<file path="config.mk">
export PLATFORM = sky130hd
export DESIGN_NAME = seg7_scan_ctrl
export DESIGN_NICKNAME = d
export VERILOG_FILES = /design/src/rtl/seg7_scan_ctrl.sv
export SDC_FILE = /design/constraint.sdc
export NUM_CORES = 1
export LEC_CHECK = 0
export ABC_CLOCK_PERIOD_IN_PS = 2300
export CAP_MARGIN = 0
export CORE_MARGIN = 4
export CORE_UTILIZATION = 44
export CTS_BUF_LIST = sky130_fd_sc_hd__clkbuf_2 sky130_fd_sc_hd__clkbuf_4 sky130_fd_sc_hd__clkbuf_8
export DETAILED_ROUTE_END_ITERATION = 8
export PLACE_DENSITY = 0.67
export SLEW_MARGIN = 20
export SYNTH_ARGS = -nofsm -noshare
export SYNTH_HDL_FRONTEND = slang
export SYNTH_SLANG_ARGS = --single-unit
export TNS_END_PERCENT = 20
</file>
<file path="constraint.sdc">
create_clock -name i_clk -period 2.3 [get_ports i_clk]
set_input_delay 0.46 -clock i_clk [delete_from_list [all_inputs] [get_ports i_clk]]
set_output_delay 0.46 -clock i_clk [all_outputs]
set_load 0.02 [all_outputs]
</file>
<file path="src/rtl/seg7_scan_ctrl.sv">
// Time-multiplexed 7-segment scan controller: one shared decoder, one-hot digit
// selects with a blank gap between digits, and frame-aligned double buffering.
module seg7_scan_ctrl #(
  parameter int NDIGITS = 4,
  parameter int DWELL   = 1024,
  parameter int BLANK   = 16
) (
  input  logic                   i_clk,
  input  logic                   i_rst_n,
  input  logic                   i_en,
  input  logic                   i_wr,
  input  logic [4*NDIGITS-1:0]   i_word,
  input  logic [NDIGITS-1:0]     i_dp,
  input  logic                   i_lzb,
  output logic [3:0]             o_val,
  output logic                   o_dec,
  output logic [NDIGITS-1:0]     o_digit_en,
  output logic                   o_pending,
  output logic                   o_frame
);

  localparam int MAXC = (DWELL > BLANK) ? DWELL : BLANK;
  localparam int CW   = (MAXC > 1) ? $clog2(MAXC) : 1;
  localparam int IW   = $clog2(NDIGITS);

  localparam logic [1:0] S_IDLE  = 2'd0;
  localparam logic [1:0] S_BLANK = 2'd1;
  localparam logic [1:0] S_SHOW  = 2'd2;

  localparam logic [CW-1:0] BLANK_LD = CW'(BLANK - 1);
  localparam logic [CW-1:0] DWELL_LD = CW'(DWELL - 1);
  localparam logic [IW-1:0] LAST_IDX = IW'(NDIGITS - 1);

  logic [1:0]             state_q, state_d;
  logic [CW-1:0]          cnt_q, cnt_d;
  logic [IW-1:0]          idx_q, idx_d;
  logic [4*NDIGITS-1:0]   act_word_q, act_word_d, sh_word_q, sh_word_d;
  logic [NDIGITS-1:0]     act_dp_q, act_dp_d, sh_dp_q, sh_dp_d;
  logic                   pend_q, pend_d;
  logic [3:0]             val_q, val_d;
  logic                   dec_q, dec_d;
  logic [NDIGITS-1:0]     den_q, den_d;
  logic                   frame_q, frame_d;
  logic                   commit;
  logic                   lz_run;
  logic [NDIGITS-1:0]     lz_blank;

  always_comb begin
    state_d    = state_q;
    cnt_d      = cnt_q;
    idx_d      = idx_q;
    act_word_d = act_word_q;
    act_dp_d   = act_dp_q;
    sh_word_d  = sh_word_q;
    sh_dp_d    = sh_dp_q;
    frame_d    = 1'b0;
    commit     = 1'b0;

    case (state_q)
      S_IDLE: begin
        commit = pend_q;
        if (i_en) begin
          state_d = S_BLANK;
          idx_d   = '0;
          cnt_d   = BLANK_LD;
        end
      end
      S_BLANK: begin
        if (!i_en) begin
          state_d = S_IDLE;
          idx_d   = '0;
        end else if (cnt_q == '0) begin
          state_d = S_SHOW;
          cnt_d   = DWELL_LD;
        end else begin
          cnt_d = cnt_q - CW'(1);
        end
      end
      S_SHOW: begin
        if (!i_en) begin
          state_d = S_IDLE;
          idx_d   = '0;
        end else if (cnt_q == '0) begin
          state_d = S_BLANK;
          cnt_d   = BLANK_LD;
          // Last digit done: wrap and commit the shadow at the frame boundary.
          if (idx_q == LAST_IDX) begin
            idx_d   = '0;
            frame_d = 1'b1;
            commit  = pend_q;
          end else begin
            idx_d = idx_q + IW'(1);
          end
        end else begin
          cnt_d = cnt_q - CW'(1);
        end
      end
      default: begin
        state_d = S_IDLE;
        idx_d   = '0;
      end
    endcase

    // Commit reads the old shadow, so a coincident write stays pending.
    if (commit) begin
      act_word_d = sh_word_q;
      act_dp_d   = sh_dp_q;
    end
    pend_d = commit ? i_wr : (pend_q | i_wr);
    if (i_wr) begin
      sh_word_d = i_word;
      sh_dp_d   = i_dp;
    end

    lz_run   = i_lzb;
    lz_blank = '0;
    for (int k = NDIGITS - 1; k > 0; k--) begin
      lz_run      = lz_run & (act_word_d[4*k +: 4] == 4'd0) & ~act_dp_d[k];
      lz_blank[k] = lz_run;
    end

    // Outputs track the next state so they are registered yet aligned with it.
    val_d = '0;
    dec_d = 1'b0;
    den_d = '0;
    if (state_d != S_IDLE) begin
      val_d = act_word_d[{idx_d, 2'b00} +: 4];
      dec_d = act_dp_d[idx_d];
      if (state_d == S_SHOW && !lz_blank[idx_d])
        den_d = NDIGITS'(1) << idx_d;
    end
  end

  always_ff @(posedge i_clk) begin
    if (!i_rst_n) begin
      state_q    <= S_IDLE;
      cnt_q      <= '0;
      idx_q      <= '0;
      act_word_q <= '0;
      act_dp_q   <= '0;
      sh_word_q  <= '0;
      sh_dp_q    <= '0;
      pend_q     <= 1'b0;
      val_q      <= '0;
      dec_q      <= 1'b0;
      den_q      <= '0;
      frame_q    <= 1'b0;
    end else begin
      state_q    <= state_d;
      cnt_q      <= cnt_d;
      idx_q      <= idx_d;
      act_word_q <= act_word_d;
      act_dp_q   <= act_dp_d;
      sh_word_q  <= sh_word_d;
      sh_dp_q    <= sh_dp_d;
      pend_q     <= pend_d;
      val_q      <= val_d;
      dec_q      <= dec_d;
      den_q      <= den_d;
      frame_q    <= frame_d;
    end
  end

  assign o_val      = val_q;
  assign o_dec      = dec_q;
  assign o_digit_en = den_q;
  assign o_pending  = pend_q;
  assign o_frame    = frame_q;

endmodule

</file>
==> impl_metrics.tcl, run 1 <==
set metrics [dict create \
    path_class "flip-flop to flip-flop" \
    wl_met1_microns 3550 \
    grt_pass1_vias 2671 \
    gp_congestion 0.909 \
    routed.top_layer "met4" \
    max_freq_ghz 0.438 \
    rows 31 \
    finalPower_mw 2.81 \
    final_antenna_net_count 0 \
    ys_async_sr_fraction_pct 0 \
    whs_ns 0.454 \
    fin_crit_sh_pct 99.2 \
    drt-initial-drc-count 158 \
    drive_gt1_share_pct 17.4 \
    synth_seq_cells 65 \
    clock_latency_ns 0.35 \
    ioPinCount 36 \
    via_per_inst 5.35 \
    synthDominantCellAreaShare_pct 39.3 \
    grt_max_degree 59 \
    antenna_found_initial 0 \
    setup_viol 0 \
    yosys_most_used_dff "dfxtp_1" \
    final_util_pct 57.1 \
    clock_path_buffers 2 \
    leakage_nw 1.68 \
    arrival_ns 2.51 \
    slew_viol_final 0 \
    final.setup_skew_ns 0.00996 \
    irDropWorstVdd_mv 0.435 \
    tightest_slew_ns 0.664 \
    synth.area.top_cells "dfxtp_1 39%, mux2i_1 9.7%, nand2_1 5.8%" \
    grt_pass1_wl_microns 12700 \
    cts_inserted_buffers 9 \
    end_kind "flip-flop" \
    cts_root_buf "clkbuf_8" \
    core_area_sq_mm 0.00729 \
    fp.dieH_microns 94.8 \
    drt-total-wl_microns 7710 \
    cts_setup_buffers 0 \
    nets 464 \
    cp.required_ns 2.53 \
    fp.dieW_microns 94.8 \
    vias 2867 \
    dr_wl_met2_microns 3710 \
    reg2reg_slack_ns 0.02 \
    startpoint_type "flip-flop" \
    cts_tree "done" \
    syn_avg_cell_area_sq_um 8.81 \
    hp-class "flip-flop to flip-flop" \
    powerDensity_mw_per_mm2 673 \
    post_drt_wl_per_cell_microns 14.4 \
    diodes 0 \
    grt_remaining_overflow 0 \
    dp_hpwl_microns 5510 \
    numPortBuffers 35 \
    first_pass_iters 6 \
    fp.dieArea_sq_mm 0.00898 \
    min_period_ns 2.28 \
    cts.sinks 65 \
    status "finished, final reports clean" \
    synth_top_area_cell "dfxtp_1" \
    clk_pin_slew_ns 0.08 \
    synth-edff-count 0 \
    cts_max_level 3 \
    slew_headroom_pct 55.6 \
    cp_max_fo 4 \
    syn_to_final_growth_pct 25.8 \
    synthesis.nets 408 \
    drc_errors 0 \
    ys_seq_area_share_pct 39.3 \
    hold_buffers 0 \
    start_util_pct 45.4 \
    hold_viol 0 \
    maxCapViolCount 0 \
    ys_types 53 \
    synth_area_sq_mm 0.00331 \
    synth-warning-count 0 \
    syn-instance-count 376 \
    wl_met3_microns 269 \
    grt_use_total_pct 18.1 \
    rsz0062_at_grt "true" \
]
[cell type report]
cell class	count	area (sq um)
repair buffers	68	614
multi-input cells	282	1910
flip-flops and latches	65	1300
clock buffers	9	124
well taps	99	124
fillers	691	3130
inverters	6	22.5
clock inverters	7	71.3
[registers in the layout, summed over array words and instances, names as in the netlist, 2 cells and up]
register,cells
o_digit_en,4
o_val,4
cnt_q,10
act_word_q,16
act_dp_q,4
sh_dp_q,4
state_q,2
sh_word_q,16
idx_q,2
[metrics by stage]
| stage | TNS (ns) | instance area, sq um | setup WS, ns | std cells |
|---|---|---|---|---|
| floorplan | 0 | 3310 | 0.0570 | 376 |
| global placement | -1.18 | 3930 | -0.203 | 520 |
| detailed placement | -1.83 | 3930 | -0.237 | 520 |
| CTS | 0 | 4130 | 0.00373 | 536 |
| global route | -0.254 | 4170 | -0.0556 | 536 |
| finish | 0 | 4170 | 0.0173 | 536 |
[layer usage]
layer	vias to the layer above	global-route usage, %
met2	51	29.5
met1	1355	22.8
met4	0	7.93
li1	1444	-
met3	17	4.30
met5	-	0
[worst max-delay path, stage by stage (launching register included)]
cell and delay, ns:
dfxtp_1 0.32, inv_1 0.08, ha_2 0.18, or4b_4 0.51
nor4_4 0.17, o21a_2 0.22, mux2_2 0.38, a31oi_4 0.18
a311oi_2 0.11
[path summary, 6_finish.rpt]
path / start / to / cells after the start
setup / recovery: cnt_q[0]$_SDFFE_PN0P_ / o_digit_en[1]$_SDFF_PP0_ / 8
hold / removal: act_word_q[0]$_SDFF_PN0_ / act_word_q[0]$_SDFF_PN0_ / 2
setup reg to reg: cnt_q[0]$_SDFFE_PN0P_ / o_digit_en[1]$_SDFF_PP0_ / 8
hold reg to reg: act_word_q[0]$_SDFF_PN0_ / act_word_q[0]$_SDFF_PN0_ / 2
[placed cells by master, fill, tap and decap left out, drive strengths merged, types with 6 or more instances in the layout]
cell type and n:
nor3 7, a21boi 21, nor2 18, clkdlybuf4s50 35
nand3 12, clkbuf 9, o21ai 16, buf 33
dfxtp 65, a21oi 24, inv 6, ha 7
nand2 51, a22o 10, nor2b 27, nand2b 13
mux2i 32
[power by group]
part | switching [mW] | internal, mW | total (mW)
registers | 0.0466 | 1.18 | 1.23
logic | 0.320 | 0.297 | 0.617
clock network | 0.466 | 0.497 | 0.963
total | 0.832 | 1.97 | 2.81
[synthesized netlist by cell type, types with 3 or more instances]
| cell | instances |
|---|---|
| nand2b_1 | 13 |
| o21ai_0 | 9 |
| nor2_1 | 18 |
| nand3_1 | 12 |
| nand2_1 | 51 |
| nor3_1 | 6 |
| buf_4 | 3 |
| a22o_1 | 10 |
| o221a_2 | 3 |
| a21oi_1 | 22 |
| o21ai_1 | 6 |
| ha_1 | 7 |
| o22ai_1 | 5 |
| inv_1 | 6 |
| a21boi_1 | 19 |
| nor4_1 | 3 |
| a31oi_1 | 3 |
| clkbuf_1 | 13 |
| nor2b_1 | 26 |
| dfxtp_1 | 65 |
| mux2i_1 | 32 |
| o31ai_1 | 3 |
[cells by family (layout without fill, tap and decap cells)]
| kind of cell | after synthesis | after routing | synth area share [%] |
|---|---|---|---|
| multiplexers | 33 | 33 | 10.0 |
| adder cells (fa/ha/maj) | 7 | 7 | 2.64 |
| flip-flops | 65 | 65 | 39.3 |
| AND/OR/NAND/NOR | 149 | 149 | 24.3 |
| buffers and inverters | 29 | 90 | 4.27 |
| AO/OA/AOI/OAI | 93 | 93 | 19.5 |
[repair_timing]
action	in CTS	in global routing
resized for setup	3	10
setup endpoints to repair	7	7
gates cloned	0	0
pin swaps	0	3
Power figures use the tool's default switching activity.
==> run 2, diff against run 1 <==
Settings changed: GPL_ROUTABILITY_DRIVEN set to 1, SLEW_MARGIN 20 to 0.
==> results of run 2 <==
Same layout as run 1: the final DEF is identical, and so are final timing and power.
==> run 3, diff against run 2 <==
Settings changed: ABC_CLOCK_PERIOD_IN_PS 2300 to 2200, PLACE_DENSITY 0.67 to not set.
Clock period 2.3 ns to 2.2 ns, I/O delays scaled along.
==> impl_metrics.tcl, run 3 (same netlist as run 1, synthesis figures left out) <==
set metrics [dict create \
    start_util_pct 45.4 \
    drt-total-wl_microns 8250 \
    reg_top3 "act_word_q x16, sh_word_q x16, cnt_q x10" \
    end_kind "flip-flop" \
    antenna_found_initial 0 \
    min_period_ns 2.17 \
    cts_max_level 3 \
    clock_path_buffers 2 \
    max_freq_ghz 0.460 \
    first_pass_iters 4 \
    cts.sinks 65 \
    hold_buffers 0 \
    grt_max_degree 59 \
    layout_setup_ws_ns 0.0281 \
    fin_crit_sh_pct 98.7 \
    setup_viol 0 \
    drt-initial-drc-count 71 \
    grt_pass1_wl_microns 13400 \
    hold_viol 0 \
    arrival_ns 2.43 \
    drc_errors 0 \
    dp_hpwl_microns 5750 \
    clk_pin_slew_ns 0.07 \
    slew_viol_final 0 \
    maxCapViolCount 0 \
    final.setup_skew_ns 0.00760 \
    status "finished, final reports clean" \
    hp-class "flip-flop to flip-flop" \
    core_area_sq_mm 0.00729 \
    irDropWorstVdd_mv 0.323 \
    final_common_cell "dfxtp_1" \
    cp.required_ns 2.45 \
    path_class "flip-flop to flip-flop" \
    via_per_inst 5.32 \
    most-common-layout-cells "63 x dfxtp_1, 50 x nand2_1, 43 x buf_4" \
    grt_use_total_pct 19.2 \
    leakage_nw 1.81 \
    gp_congestion 0.900 \
    vias 2937 \
    fp.dieH_microns 94.8 \
    rsz0062_at_grt "true" \
    slew_headroom_pct 63.5 \
    clock_latency_ns 0.34 \
    post_drt_wl_per_cell_microns 14.9 \
    tightest_slew_ns 0.543 \
    final_antenna_net_count 0 \
    grt_remaining_overflow 0 \
    cp_max_fo 3 \
    stdcell_count 552 \
    rows 31 \
    place_ws_ns -0.240 \
    diodes 0 \
    ioPinCount 36 \
    drive_gt1_share_pct 21.6 \
    cts_tree "done" \
    powerDensity_mw_per_mm2 709 \
    whs_ns 0.465 \
    fp.dieArea_sq_mm 0.00898 \
    cts_inserted_buffers 9 \
    fp.dieW_microns 94.8 \
    startpoint_type "flip-flop" \
    cts_root_buf "clkbuf_8" \
    grt_pass1_vias 2819 \
    nets 480 \
    dp.cells 529 \
    syn_to_final_growth_pct 32.5 \
    numPortBuffers 35 \
]
run 3: timing repair:
action / 4_1_cts / 5_1_grt
endpoints found under the setup margin: 8 / 32
gates cloned: 0 / 1
buffers inserted: 1 / 5
gates resized for setup: 13 / 12
pin swaps: 5 / 7
run 3: per-layer routing:
metal	GRT usage [%]	up-vias	part of all wire, %
met3	4.38	13	3.2
met1	22.8	1396	44
li1	-	1479	-
met2	33.1	49	50
met5	0	-	0
met4	8.05	0	1.9
run 3: stage by stage:
step	util, %	cell area [sq um]	power [mW]	TNS (ns)
6_report	60.2	4390	3.11	0
5_1_grt	60.2	4390	3.27	-0.351
3_3_place_gp	55.0	4010	1.95	-1.70
4_1_cts	58.6	4270	3.08	-0.189
2_1_floorplan	-	3320	1.70	-0.000328
3_5_place_dp	55.0	4010	1.96	-2.15
run 3: layout make-up:
cell class              instances  area (sq um)
clock buffers                  14           180
clock inverters                 2          35.0
multi-input cells             282          1950
well taps                      99           124
fillers                       680          2900
inverters                       6          22.5
repair buffers                 84           772
flip-flops and latches         65          1300
run 3: path summary, 6_finish.rpt:
kind,from,endpoint,slack [ns],depth (start not counted)
worst max register to register,cnt_q[1]$_SDFFE_PN0P_,o_digit_en[1]$_SDFF_PP0_,0.03,10
worst min register to register,act_word_q[0]$_SDFF_PN0_,act_word_q[0]$_SDFF_PN0_,0.47,2
worst min-delay path,act_word_q[0]$_SDFF_PN0_,act_word_q[0]$_SDFF_PN0_,0.47,2
worst max-delay path,cnt_q[1]$_SDFFE_PN0P_,o_digit_en[1]$_SDFF_PP0_,0.03,10
run 3: critical path: stages (launching register included):
cell and delay (ns):
dfxtp_2 0.33, inv_2 0.07, ha_4 0.14, or4b_4 0.50, buf_6 0.15, o31ai_4 0.19
a211oi_2 0.12, buf_4 0.15, nor2b_4 0.11, nand2b_1 0.09, a311oi_2 0.23
run 3: power breakdown:
part	total (mW)	switching [mW]	internal, mW
registers	1.28	0.0479	1.23
logic	0.737	0.367	0.370
clock network	1.09	0.452	0.641
